### src/rtl/rr_mux_n.sv
// rr_mux_n: registered N-channel selector with valid/ready handshaking.
// Fixed mode routes the channel named by sel. Round-robin mode rotates
// priority, starting just above the last granted channel.
// Optional feature macro: RR_MUX_STALL_CNT_EN enables the saturating
// output-stall counter on stall_cnt. When the macro is undefined,
// stall_cnt is tied to zero.
module rr_mux_n #(
  parameter int WIDTH    = 32,
  parameter int CHANNELS = 4,
  parameter int SEL_W    = 2
) (
  input  logic                      clk,
  input  logic                      reset,
  input  logic [CHANNELS*WIDTH-1:0] in_data,
  input  logic [CHANNELS-1:0]       in_valid,
  output logic [CHANNELS-1:0]       in_ready,
  input  logic                      mode,
  input  logic [SEL_W-1:0]          sel,
  output logic [WIDTH-1:0]          out_data,
  output logic [SEL_W-1:0]          out_chan,
  output logic                      out_valid,
  input  logic                      out_ready,
  output logic [15:0]               stall_cnt
);

  logic [CHANNELS-1:0] grant;
  logic [SEL_W-1:0]    gidx;
  logic [WIDTH-1:0]    gdata;
  logic [SEL_W-1:0]    ptr;
  logic                can_load;
  logic                accept;

  logic [WIDTH-1:0]    data_p0;
  logic [SEL_W-1:0]    chan_p0;
  logic                vld_p0;

  // The register can take a new word when it is empty or being drained this cycle.
  assign can_load = !vld_p0 || out_ready;
  assign in_ready = (can_load && !reset) ? grant : '0;
  assign accept   = |in_ready;

  // Grant selection: one-hot or zero. Out-of-range sel never matches a channel.
  always_comb begin
    int  idx;
    logic found;
    grant = '0;
    gidx  = '0;
    found = 1'b0;
    idx   = 0;
    if (!mode) begin
      for (int i = 0; i < CHANNELS; i++) begin
        if (i == int'(sel) && in_valid[i]) begin
          grant[i] = 1'b1;
          gidx     = SEL_W'(i);
        end
      end
    end else begin
      for (int k = 1; k <= CHANNELS; k++) begin
        idx = (int'(ptr) + k) % CHANNELS;
        if (!found && in_valid[idx]) begin
          found      = 1'b1;
          grant[idx] = 1'b1;
          gidx       = SEL_W'(idx);
        end
      end
    end
  end

  // Data selection driven directly by the one-hot grant.
  always_comb begin
    gdata = '0;
    for (int i = 0; i < CHANNELS; i++) begin
      if (grant[i]) gdata = in_data[i*WIDTH +: WIDTH];
    end
  end

  // ---- stage p0: output register, load on accept, empty on drain ----
  always_ff @(posedge clk) begin
    if (reset) begin
      vld_p0  <= 1'b0;
      data_p0 <= '0;
      chan_p0 <= '0;
    end else if (accept) begin
      vld_p0  <= 1'b1;
      data_p0 <= gdata;
      chan_p0 <= gidx;
    end else if (out_ready) begin
      vld_p0  <= 1'b0;
    end
  end

  // Round-robin pointer remembers the last channel granted in round-robin mode.
  always_ff @(posedge clk) begin
    if (reset) begin
      ptr <= SEL_W'(CHANNELS - 1);
    end else if (accept && mode) begin
      ptr <= gidx;
    end
  end

  assign out_data  = data_p0;
  assign out_chan  = chan_p0;
  assign out_valid = vld_p0;

`ifdef RR_MUX_STALL_CNT_EN
  logic [15:0] stall_p0;

  // Count cycles where a held word is refused by the sink, saturating at all-ones.
  always_ff @(posedge clk) begin
    if (reset) begin
      stall_p0 <= '0;
    end else if (vld_p0 && !out_ready && stall_p0 != 16'hFFFF) begin
      stall_p0 <= stall_p0 + 16'd1;
    end
  end

  assign stall_cnt = stall_p0;
`else
  assign stall_cnt = 16'h0000;
`endif

endmodule

### config.mk
export PLATFORM = sky130hd
export DESIGN_NAME = rr_mux_n
export DESIGN_NICKNAME = d
export VERILOG_FILES = /design/src/rtl/rr_mux_n.sv
export SDC_FILE = /design/constraint.sdc
export NUM_CORES = 1
export LEC_CHECK = 0
export ABC_CLOCK_PERIOD_IN_PS = 5300
export BUFFER_PORTS_ARGS = -buffer_cell sky130_fd_sc_hd__clkbuf_2
export CELL_PAD_IN_SITES_DETAIL_PLACEMENT = 0
export CELL_PAD_IN_SITES_GLOBAL_PLACEMENT = 2
export CORE_UTILIZATION = 26
export CTS_CLUSTER_DIAMETER = 50
export CTS_CLUSTER_SIZE = 10
export DETAILED_ROUTE_END_ITERATION = 12
export GPL_ROUTABILITY_DRIVEN = 1
export PLACE_DENSITY = 0.95
export REMOVE_ABC_BUFFERS = 1
export SLEW_MARGIN = 30
export SYNTH_ARGS = -nofsm -noshare
export SYNTH_HDL_FRONTEND = slang
export SYNTH_SLANG_ARGS = --single-unit
### constraint.sdc
create_clock -name clk -period 5.3 [get_ports clk]
set_input_delay 0.795 -clock clk [delete_from_list [all_inputs] [get_ports clk]]
set_output_delay 0.795 -clock clk [all_outputs]
set_load 0.05 [all_outputs]
Yosys cells after proc, flatten, opt, wreduce, memory -nomap -nowiden
Index checks and enable logic that the tools add are counted.

word-level totals
  register bits after elaboration = 37
  input bits = 138
  output and inout bits = 55

cells by class
  add/sub/neg operators = 4
  order comparisons = 8
  eq/ne operators = 3
  muxes and demuxes = 53
  bitwise logic cells = 7
  reductions and logical operators = 26

operators by type and width
  cell                   count
  $mux W32               4
  $mux W4                9
  $mux W1                25
  $lt A3 B4 Y1 const B   4
  $mux W2                7
  $logic_and A1 B1 Y1    13
  $ge A3 B1 Y1 const B   4
  $or A4 B4 Y4           3
  $bmux W1 S2            4
  $demux W1 S2           4
  $reduce_or A2 Y1       4
  $logic_not A1 Y1       5
  $add A2 B1 Y2 const B  2
  $add A2 B2 Y2 const B  2
  $and A1 B1 Y1 const A  4
  $eq A2 B2 Y1 const A   2
  $reduce_or A4 Y1       1
  $eq A1 B2 Y1 const A   1
  $logic_not A2 Y1       1
  $reduce_bool A2 Y1     1
  $logic_or A1 B1 Y1     1

Depth between registers and ports, before layout
  word-level depth = 24
  depth in mapped cells = 14
  depth with buffers taken out = 9

Worst setup path before layout
Ideal clock, no wire load.

  kind = reg-to-output
  start point = register ptr[1]
  end point = output in_ready[2]
  arrival time = 3.287 ns
  data required time = 4.505 ns
  path slack = 1.218 ns
  stages on the path, launching flop included = 12
  path through = dfxtp_1 > buf_2 > clkinv_1 > ha_1 > clkbuf_2 > mux4_2 > buf_2 > nor3b_4 > and2_1 > o31ai_4 > buf_2 > a21oi_1

between the ends
  word-level cells in the longest chain between the ends = 19

RTL lines
  element                                                               RTL line  RTL
  start, declared                                                       29        logic [SEL_W-1:0] ptr;
  start signal, assigned                                                95        ptr <= SEL_W'(CHANNELS - 1);
  start signal, assigned                                                97        ptr <= gidx;
  $add A2 B1 Y2                                                         59        idx = (int'(ptr) + k) % CHANNELS;
  $reduce_or A2 Y1 (no line) or $bmux W1 S2 (tied branches)             n/a
  $and A1 B1 Y1 (no line) or $mux W1 (tied branches)                    n/a
  $lt A3 B4 Y1 (not written as such), or another cell as far along      62        grant[idx] = 1'b1;
  $logic_and A1 B1 Y1 (not written as such) or $mux W1 (tied branches)  62, 60
  $mux W1 (on tied branches)                                            62, 50
  $demux W1 S2 or $logic_not A1 Y1 (tied branches)                      62, 60
  $mux W4 or $logic_and A1 B1 Y1 (tied branches)                        60        if (!found && in_valid[idx]) begin
  [3 not listed]                                                        n/a
  $mux W4 or $logic_and A1 B1 Y1 (tied branches)                        50, 60
  $or A4 B4 Y4 (no line) or $mux W1 (tied branches)                     n/a
  $mux W4 or $mux W1 (tied branches)                                    60, 50
  $mux W4 or $logic_not A1 Y1 (tied branches)                           50, 60
  $or A4 B4 Y4 (no line) or $logic_and A1 B1 Y1 (tied branches)         n/a
  $mux W4 (*)                                                           60
  $mux W4 (*)                                                           50        if (!mode) begin
  $mux W4 (*)                                                           39        assign in_ready = (can_load && !reset) ? grant : '0;
  end, declared                                                         16        output logic [CHANNELS-1:0] in_ready,

Mark *: on every way between the ends. The rest lies on a longest branch, timed or not. The select of a mux whose other input is x is not followed.

Worst setup path in the final report
Ends and elaborated chain as after synthesis.

==> out/qor.txt <==
clock buffer depth: 2
detailed-router iteration count before antenna repair: 5
clk_lat worst skew: 280 ps
Root Driver: clkbuf_16
required time of the critical path: 4510 ps
switching power total: 1255 µW
post-synth top area share: 0.1930
Post-synth EDFFs: 0
CTS tree: yes
vias per std cell: 5.375
Routed Antenna Nets: 0
cts bufs inserted: 5
register area share after synthesis: 0.1930
Synth Flop Type: dfxtp_1
Post-CTS Setup Inserts: 0
Int Pwr: 1039 µW
final hold slack: 495.2 ps
Cell variety after synth: 53
H-Tree Depth: 2
DRC errors left: 0
power share of the sequential group: 0.187
Syn. warnings: 0
share of post-route cells with drive strength above 1: 0.3425
Die H: 123.5 µm
Synth Area in Adders: 0.02608
relative slew slack: 0.3967
CP Class: flop to primary output
RSZ-0062 raised after global routing: false
I/O pins: 193
Max VDD drop: 0.2438 mV
Sink Count: 37
fraction of registers with async set/reset: 0
Setup TNS: 0 ps
simple-gate share of the synthesized area: 0.2449
power share of the clock group: 0.127
Final nets: 796
FF+latch count, synth: 37
post-synth top area cell: dfxtp_1
core area: 0.01448 mm²
row count: 44
WP data arrival: 3370 ps
commonest non-fill, non-tap cell in the layout: clkbuf_2
Die ar.: 0.01525 mm²
worst clock skew: 5.401 ps
Least-Margin Pin Slew: 901.5 ps
mapped cell area: 0.003837 mm²
GRT overflow: 0
Detailed Place HPWL: 11.32 mm
GRT Total Usage: 0.1942
maxcap violations: 0
first-pass GRT wire length: 23.16 mm
Register Area: 740.7 µm²
gpl congestion: 0.8319
Gate power share: 0.686
Net Sw Frac: 0.5471
vias in the first global route: 4470
Initial Utilization: 0.2650
Pwr Total: 2295 µW
Crit Path Max Fanout: 20
Mapped Cells: 508
post-CTS resize count: 0
mux contribution to synthesized area: 0.05184
mean post-synth cell area: 7.554 µm²
port bufs: 176
HP Class: flop to flop
drt wl/cell: 18.15 µm
post-synthesis compound-gate area fraction: 0.3834
final wirelength: 15.15 mm
CTS hold repair buffers: 0
Final period util: 0.7867
CP Capture Type: primary output
commonest cells after routing, fill and taps aside: clkbuf_2 (176), nor2_1 (70), nand2_1 (46)
Ant. Diodes: 0
Starting DRT DRC Count: 237
CP Launch Type: flop
fmax: 239.8 MHz
FILL cells: 1584
final-report setup violation count: 0
Die W: 123.5 µm
initial antenna violation count: 0
routed via count: 4488
outcome: complete, no violations
clock-pin transition on the worst setup and hold timing paths: 60 ps
fin crit period: 4170 ps
Layout area overhead: 29.34%
leak pwr: 0.002136 µW
top cells by area, synth: dfxtp_1 (19%), nor4b_1 (7.5%), nor2_1 (6.8%)
largest family of logic cells by synthesized area: compound AO/OA/AOI/OAI gates
multi-input logic area: 0.002815 mm²
Pwr Density: 462.4 mW/mm²
Synth Area in XOR/XNOR: 0
largest net degree at the start of global routing: 40
final hold vios: 0
Final Slew Violations: 0
-- kinds of logic after synthesis --
kind of cell    Yosys count
compound gates          192
simple gates            177
buf+inv                  79
flops                    37
mux                      14
fa+ha+maj                 8
other cells               1
-- critical path, stage by stage (launching register included) --
cell	delay, ps
dfxtp_1	310
buf_4	190
clkinv_1	220
ha_1	530
mux4_2	510
nor3b_4	340
and2_1	210
o31ai_4	80
buf_4	240
a21oi_1	170
clkbuf_2	290
-- state kept, by name, indices dropped and copies added, names as in the netlist --
| name | flops |
|---|---|
| ptr | 2 |
| out_chan | 2 |
| out_valid | 1 |
| out_data | 32 |
-- cells in the mapped netlist (4+ instances only) --
master     n
mux2i_1    6
buf_2      5
a21oi_1    6
nor3b_1    4
nor4b_1   33
ha_1       8
o311ai_1  30
o31ai_1   32
dfxtp_1   37
a31oi_1   33
buf_4     19
a21o_1    32
nand2b_1   7
nand2_1   46
mux4_2     4
clkbuf_1  46
a21boi_0  32
nor2b_1    6
and2_1     4
nor2_1    70
-- layer usage --
layer  GRT usage  share of wire
met5           0              0
met4     0.06702          0.026
met3     0.03552          0.068
met2      0.3383           0.50
met1      0.2379           0.41
-- layout make-up --
class,instances,share of cell area
well taps,184,0.04638
clock buffers,6,0.02596
flip-flops and latches,37,0.1492
clock inverters,2,0.002017
inverters,5,0.003781
repair buffers,194,0.2054
multi-input cells,407,0.5672
-- per-stage QoR --
stage,setup slack (ps),cell area (µm²),utilization,std cells
floorplan,356.9,3530,-,449
global placement,1363,4813,0.3324,826
detailed placement,1284,4813,0.3324,826
CTS,1030,4952,0.3420,834
global route,953.7,4964,0.3428,835
finish,1130,4964,0.3428,835
-- worst paths after layout --
kind | slack [ps] | end | cells after the start | startpoint
max reg2reg | 1270 | out_data[27]$_SDFFE_PP0P_ | 12 | ptr[1]$_SDFFE_PP1P_
max | 1130 | in_ready[2] | 10 | ptr[1]$_SDFFE_PP1P_
min reg2reg | 500 | out_chan[1]$_SDFFE_PP0P_ | 2 | out_chan[1]$_SDFFE_PP0P_
min | 500 | out_chan[1]$_SDFFE_PP0P_ | 2 | out_chan[1]$_SDFFE_PP0P_
-- power groups by stage --
stage	registers, µW	clock network [µW]	logic [µW]
after floorplan	717	0	800
after global placement	435	0	1550
after detailed placement	435	0	1580
after CTS	430	293	1580
after global routing	440	306	1700
final	430	291	1570
(Power assumes the default switching activity.)
